[src/rtl/fir_serial_mac_if.sv]
// fir_serial_mac_if: sample, result, coefficient and control signals of fir_serial_mac.
interface fir_serial_mac_if #(
  parameter int DATA_W = 8,
  parameter int COEF_W = 8,
  parameter int OUT_W  = 8,
  parameter int AW     = 5
);
  logic signed [DATA_W-1:0] in_data;
  logic                     in_valid;
  logic                     in_ready;
  logic signed [OUT_W-1:0]  out_data;
  logic                     out_sat;
  logic                     out_valid;
  logic                     out_ready;
  logic                     coef_wr;
  logic [AW-1:0]            coef_addr;
  logic signed [COEF_W-1:0] coef_data;
  logic                     flush;
  logic                     busy;
  modport master (
    output in_data, in_valid, out_ready, coef_wr, coef_addr, coef_data, flush,
    input  in_ready, out_data, out_sat, out_valid, busy
  );
  modport slave (
    input  in_data, in_valid, out_ready, coef_wr, coef_addr, coef_data, flush,
    output in_ready, out_data, out_sat, out_valid, busy
  );
endinterface

[src/rtl/fir_serial_mac.sv]
// fir_serial_mac: time-multiplexed FIR filter, one shared MAC, loadable coefficients,
// round-half-up scaling and saturation, valid/ready on both sides.
module fir_serial_mac #(
  parameter int DATA_W    = 8,
  parameter int COEF_W    = 8,
  parameter int TAPS      = 21,
  parameter int OUT_W     = 8,
  parameter int OUT_SHIFT = 7
) (
  input logic             clk_i,
  input logic             rst_ni,
  fir_serial_mac_if.slave bus
);
  localparam int AW    = $clog2(TAPS);
  localparam int PW    = DATA_W + COEF_W;
  localparam int ACC_W = PW + AW;
  localparam int RW    = ACC_W + 1;
  localparam logic signed [RW-1:0] HALF = RW'((64'(1) << OUT_SHIFT) >> 1);
  localparam logic signed [RW-1:0] HI   = RW'((2 ** (OUT_W - 1)) - 1);
  localparam logic signed [RW-1:0] LO   = ~HI;
  typedef enum logic [1:0] {IDLE, MAC, OUT} state_t;
  state_t                   state_q, state_d;
  logic signed [DATA_W-1:0] dl_q   [TAPS];
  logic signed [COEF_W-1:0] coef_q [TAPS];
  logic [AW-1:0]            wp_q, wp_d, rp_q, rp_d, k_q, k_d, wp_base;
  logic signed [ACC_W-1:0]  acc_q, acc_d, acc_nx;
  logic signed [OUT_W-1:0]  out_q, out_d;
  logic                     sat_q, sat_d;
  logic signed [PW-1:0]     prod;
  logic signed [RW-1:0]     rnd;
  logic                     idle, accept, coef_ok, hi, lo;
  assign idle    = state_q == IDLE;
  assign accept  = idle && bus.in_valid;
  assign coef_ok = idle && bus.coef_wr && ({1'b0, bus.coef_addr} < (AW + 1)'(TAPS));
  assign wp_base = bus.flush ? '0 : wp_q;
  // rp_q walks backwards from the newest sample, so entry rp_q is x[n-k_q]
  assign prod    = dl_q[rp_q] * coef_q[k_q];
  assign acc_nx  = acc_q + ACC_W'(prod);
  assign rnd     = (RW'(acc_nx) + HALF) >>> OUT_SHIFT;
  assign hi      = rnd > HI;
  assign lo      = rnd < LO;
  always_comb begin
    state_d = state_q;
    wp_d    = wp_q;
    rp_d    = rp_q;
    k_d     = k_q;
    acc_d   = acc_q;
    out_d   = out_q;
    sat_d   = sat_q;
    case (state_q)
      IDLE: begin
        wp_d = wp_base;
        if (bus.in_valid) begin
          state_d = MAC;
          rp_d    = wp_base;
          wp_d    = wp_base == AW'(TAPS - 1) ? '0 : wp_base + 1'b1;
          k_d     = '0;
          acc_d   = '0;
        end
      end
      MAC: begin
        acc_d = acc_nx;
        k_d   = k_q + 1'b1;
        rp_d  = rp_q == '0 ? AW'(TAPS - 1) : rp_q - 1'b1;
        if (k_q == AW'(TAPS - 1)) begin
          state_d = OUT;
          out_d   = hi ? HI[OUT_W-1:0] : lo ? LO[OUT_W-1:0] : rnd[OUT_W-1:0];
          sat_d   = hi | lo;
        end
      end
      OUT:     state_d = bus.out_ready ? IDLE : OUT;
      default: state_d = IDLE;
    endcase
  end
  always_ff @(posedge clk_i or negedge rst_ni)
    if (!rst_ni) begin
      state_q <= IDLE;
      wp_q    <= '0;
      rp_q    <= '0;
      k_q     <= '0;
      acc_q   <= '0;
      out_q   <= '0;
      sat_q   <= 1'b0;
    end else begin
      state_q <= state_d;
      wp_q    <= wp_d;
      rp_q    <= rp_d;
      k_q     <= k_d;
      acc_q   <= acc_d;
      out_q   <= out_d;
      sat_q   <= sat_d;
    end
  // flush clears first; a sample accepted in the same cycle then lands at entry 0
  always_ff @(posedge clk_i or negedge rst_ni)
    if (!rst_ni) begin
      for (int i = 0; i < TAPS; i++) begin
        dl_q[i]   <= '0;
        coef_q[i] <= '0;
      end
    end else begin
      if (idle && bus.flush)
        for (int i = 0; i < TAPS; i++) dl_q[i] <= '0;
      if (accept) dl_q[wp_base] <= bus.in_data;
      if (coef_ok) coef_q[bus.coef_addr] <= bus.coef_data;
    end
  assign bus.in_ready  = idle;
  assign bus.busy      = !idle;
  assign bus.out_valid = state_q == OUT;
  assign bus.out_data  = out_q;
  assign bus.out_sat   = sat_q;
endmodule

[src/flat_wrapper.sv]
// flat-port wrapper written by rule: the top's interface ports become plain ports
module fir_serial_mac_flat 
#(
  parameter int DATA_W    = 8,
  parameter int COEF_W    = 8,
  parameter int TAPS      = 21,
  parameter int OUT_W     = 8,
  parameter int OUT_SHIFT = 7
)
  (clk_i, rst_ni, bus_in_data, bus_in_valid, bus_out_ready, bus_coef_wr, bus_coef_addr, bus_coef_data, bus_flush, bus_in_ready, bus_out_data, bus_out_sat, bus_out_valid, bus_busy);
  fir_serial_mac_if #(.DATA_W(DATA_W), .COEF_W(COEF_W), .OUT_W(OUT_W), .AW(5)) bus_i ();
  input logic clk_i;
  input logic rst_ni;
  input wire logic [$bits(bus_i.in_data)-1:0] bus_in_data;
  input wire logic [$bits(bus_i.in_valid)-1:0] bus_in_valid;
  input wire logic [$bits(bus_i.out_ready)-1:0] bus_out_ready;
  input wire logic [$bits(bus_i.coef_wr)-1:0] bus_coef_wr;
  input wire logic [$bits(bus_i.coef_addr)-1:0] bus_coef_addr;
  input wire logic [$bits(bus_i.coef_data)-1:0] bus_coef_data;
  input wire logic [$bits(bus_i.flush)-1:0] bus_flush;
  output wire logic [$bits(bus_i.in_ready)-1:0] bus_in_ready;
  output wire logic [$bits(bus_i.out_data)-1:0] bus_out_data;
  output wire logic [$bits(bus_i.out_sat)-1:0] bus_out_sat;
  output wire logic [$bits(bus_i.out_valid)-1:0] bus_out_valid;
  output wire logic [$bits(bus_i.busy)-1:0] bus_busy;
  assign bus_i.in_data = bus_in_data;
  assign bus_i.in_valid = bus_in_valid;
  assign bus_i.out_ready = bus_out_ready;
  assign bus_i.coef_wr = bus_coef_wr;
  assign bus_i.coef_addr = bus_coef_addr;
  assign bus_i.coef_data = bus_coef_data;
  assign bus_i.flush = bus_flush;
  assign bus_in_ready = bus_i.in_ready;
  assign bus_out_data = bus_i.out_data;
  assign bus_out_sat = bus_i.out_sat;
  assign bus_out_valid = bus_i.out_valid;
  assign bus_busy = bus_i.busy;
  fir_serial_mac #(.DATA_W(DATA_W), .COEF_W(COEF_W), .TAPS(TAPS), .OUT_W(OUT_W), .OUT_SHIFT(OUT_SHIFT)) u_core (.clk_i(clk_i), .rst_ni(rst_ni), .bus(bus_i));
endmodule
[config.mk]
export PLATFORM = sky130hd
export DESIGN_NAME = fir_serial_mac_flat
export DESIGN_NICKNAME = d
export VERILOG_FILES = /design/src/rtl/fir_serial_mac_if.sv /design/src/rtl/fir_serial_mac.sv /design/src/flat_wrapper.sv
export SDC_FILE = /design/constraint.sdc
export NUM_CORES = 1
export LEC_CHECK = 0
export CORE_MARGIN = 2
export CORE_UTILIZATION = 53
export DETAILED_ROUTE_END_ITERATION = 8
export HOLD_SLACK_MARGIN = 0.12
export PLACE_DENSITY = 0.78
export REMOVE_ABC_BUFFERS = 1
export SLEW_MARGIN = 20
export SYNTH_ARGS = -nofsm -noshare
export SYNTH_HDL_FRONTEND = slang
export SYNTH_SLANG_ARGS = --single-unit
[constraint.sdc]
create_clock -name clk_i -period 11.7 [get_ports clk_i]
set_input_delay 2.34 -clock clk_i [delete_from_list [all_inputs] [get_ports clk_i]]
set_output_delay 2.34 -clock clk_i [all_outputs]
set_load 0.02 [all_outputs]
==> metrics.txt <==
GRT Resource Usage Total=25.1%; antenna violations before repair=0; simple-gate share of the synthesized area=16.4%; mux share of post-synthesis cell area=18.5%; Synth Area in Adders=11.6%; crit path cell chain=buf_4, mux4_2, mux4_2, a21oi_1, nor2_1, fa_1, inv_1, fa_1, inv_1, fa_1, fa_1, ha_1, ha_1, a21oi_1, nand2_1, o211a_1, nor3_2, and4_1, o2111ai_1, a2111oi_4, a211oi_2, a221o_1; dpl cell area=22600 sq um; Syn. warnings=0; Final Max Tran Viols=0; DRT Wirelength=53.1 mm; first-pass GRT wire length=86.8 mm; WP data required=12.16 ns; highest clock rate=112 MHz; Worst Path Arrival=9.37 ns; Top FF cell, synth=dfrtp_1; Worst-Margin Slew=1.13 ns; Diodes inserted=0; pwr dens=188 nW/um^2; Die Height=208 microns; gr ovfl total=0; First-pass DRT Iterations=5; Netlist cell types=69; hold_buf cts=0; area grow syn2layout=9.51%; slowest cell on the critical path=dfrtp_1; post-CTS setup buffer count=0; quantity of gates resized following cts=0; IO Count=39; Starting Density=53.7%; Hold Crit Class=reg2reg; Slowest Stage Delay on Critical Path=0.93 ns; std cell rows=74; die area=43100 sq um; vias per cell=6.13; clk root buf=clkbuf_16; highest ir drop seen on vdd=0.000113 V; worst setup path class=reg2reg; # placed instances=2463; sequential share of the synthesized area=43.6%; CTS tree=built; DRC=0; setup tns final=0 ns; leakage power=11.9 nW; total CTS buffers=42; clock skew=0.0245 ns; Tmin final=8.90 ns; clock-pin slew on the worst setup and hold paths=0.06 ns; Final ANT Viol Nets=0; share of cells above drive strength 1=18.5%; FF+latch count, synth=383; vias=15570; max-cap violation count=0; period utilization=76.1%; post-route insts no fill=2540; crit end category=flop; number of synthesized flops with an enable pin=0; syn avg cell area=10.9 sq um; Cell Area, Synth=22000 sq um; Cells after Synth=2015; fin nets=2150; CTS Buffer Depth=3; Final Instance Area=24100 sq um; vias in the first global route=15989; Setup crit start kind=flop; I/O Buffers=38; unrepaired setup endpoints after global routing=no; Slew headroom=24.5%; largest net degree at the start of global routing=190; First DRT Iteration DRCs=1374; endpoints failing setup=0; clk_lat worst skew=0.58 ns; RePlAce Congestion=0.882; outcome=finished clean; crit-path max FO=25; Hold Vio Cnt, Final=0; Hold Slack=0.481 ns; main combinational cell family by area after synthesis=multiplexers; Synth Area in XOR/XNOR=1.08%; DP HPWL=35.4 mm; H-Tree Level Count=2; core area=40900 sq um; die width=208 microns; Compound-Gate Fraction of Synth Area=4.93%; ys async rst share=100%; most used cell, CP=fa_1; DR WL/cell=20.9 microns; Sinks on Clock Net=383
worst max-delay path, delay by kind of cell, from the launching register on:
family	cells	cell delay, ns
adder cells (fa/ha/maj)	6	2.92
AO/OA/AOI/OAI	7	2.36
AND/OR/NAND/NOR	4	0.94
flip-flops	1	0.93
multiplexers	2	0.91
buffers and inverters	3	0.70
power breakdown:
part | total [W] | switching, W | internal [W]
Sequential | 0.00169 | 0.000179 | 0.00151
Combinational | 0.00148 | 0.000854 | 0.000628
Clock | 0.00137 | 0.000567 | 0.000802
synth_stat cells, types with 3 or more instances:
library cell,count,share of area (%)
and2_1,9,0.26
nor3b_1,4,0.14
nand2b_1,19,0.54
o21ai_1,3,0.068
inv_1,86,1.5
xnor2_1,18,0.72
nand2_1,421,7.2
o31ai_1,6,0.20
a21oi_1,29,0.66
nor2b_1,13,0.37
a221o_1,7,0.32
nor2_1,83,1.4
o211a_1,3,0.14
o211ai_1,3,0.10
a21o_1,6,0.20
a22oi_1,18,0.61
nor3_1,19,0.43
buf_2,7,0.16
mux2_2,168,8.6
clkinv_1,4,0.068
nand3b_1,4,0.14
ha_1,56,3.2
a211oi_1,4,0.14
o21ai_0,47,1.1
clkbuf_1,112,1.9
mux4_2,96,9.8
and3_1,25,0.71
or2_2,7,0.20
nand3_1,192,4.4
fa_1,92,8.4
dfrtp_1,383,44
xor2_1,9,0.36
buf_1,14,0.24
nand4_1,4,0.11
layer usage:
layer  vias up  track usage, %  part of all wire, %
met3       102            4.10                  7.1
met1      7940            34.4                   41
met2       660            41.1                   49
li1       6868               -                    -
met5         -               0                    0
met4         0            8.36                  2.9
cells by family after synthesis:
kind of cell	Yosys count
simple gates	811
compound gates	155
mux	266
flops	383
xor+xnor	27
buf+inv	225
fa+ha+maj	148
area by class of cell:
cell class / count / area, sq um
Fill cell: 3158 / 16800
Timing Repair Buffer: 51 / 499
Inverter: 90 / 338
Clock buffer: 59 / 1170
Sequential cell: 383 / 9590
Clock inverter: 18 / 256
Tap cell: 532 / 666
Multi-Input combinational cell: 1407 / 11600
path summary, 6_finish.rpt:
| check | from | to | slack [ns] | cells after the start |
|---|---|---|---|---|
| min in group asynchronous | rst_ni | u_core.coef_q[76] | 1.84 | 1 |
| worst max-delay path | u_core.rp_q[1] | u_core.bus.out_data[5] | 2.80 | 22 |
| worst max register to register | u_core.rp_q[1] | u_core.bus.out_data[5] | 2.80 | 22 |
| worst min-delay path | u_core.bus.out_data[7] | u_core.bus.out_data[7] | 0.48 | 1 |
| max in group asynchronous | rst_ni | u_core.dl_q[12] | 8.20 | 2 |
| worst min register to register | u_core.bus.out_data[7] | u_core.bus.out_data[7] | 0.48 | 1 |
metrics by stage:
| stage | utilization [%] | total power [W] | setup WS (ns) |
|---|---|---|---|
| 6_report | 58.8 | 0.00454 | 2.80 |
| 5_1_grt | 58.8 | 0.00479 | 2.28 |
| 4_1_cts | 58.8 | 0.00456 | 2.80 |
| 3_5_place_dp | 55.3 | 0.00318 | 2.85 |
| 3_3_place_gp | 55.3 | 0.00313 | 2.98 |
| 2_1_floorplan | - | 0.00272 | 2.86 |
cell usage in the layout (no fill, tap or decap), drive strengths merged, types with 51 or more instances in the layout:
cell type  synthesis  routed
nand3            192     192
clkbuf           112      59
dfrtp            383     383
mux2             168     168
o21ai             51      51
fa                92      92
ha                56      56
nor2              83      83
mux4              96      96
nand2            421     421
inv               86      89
state kept, by name (all words and copies together), names as in the netlist:
register / flops
u_core.k_q: 5
u_core.bus.out_sat: 1
u_core.coef_q: 168
u_core.rp_q: 5
u_core.bus.out_data: 8
u_core.acc_q: 21
u_core.wp_q: 5
u_core.state_q: 2
u_core.dl_q: 168
Note: power is estimated with default switching activity, not from simulation.
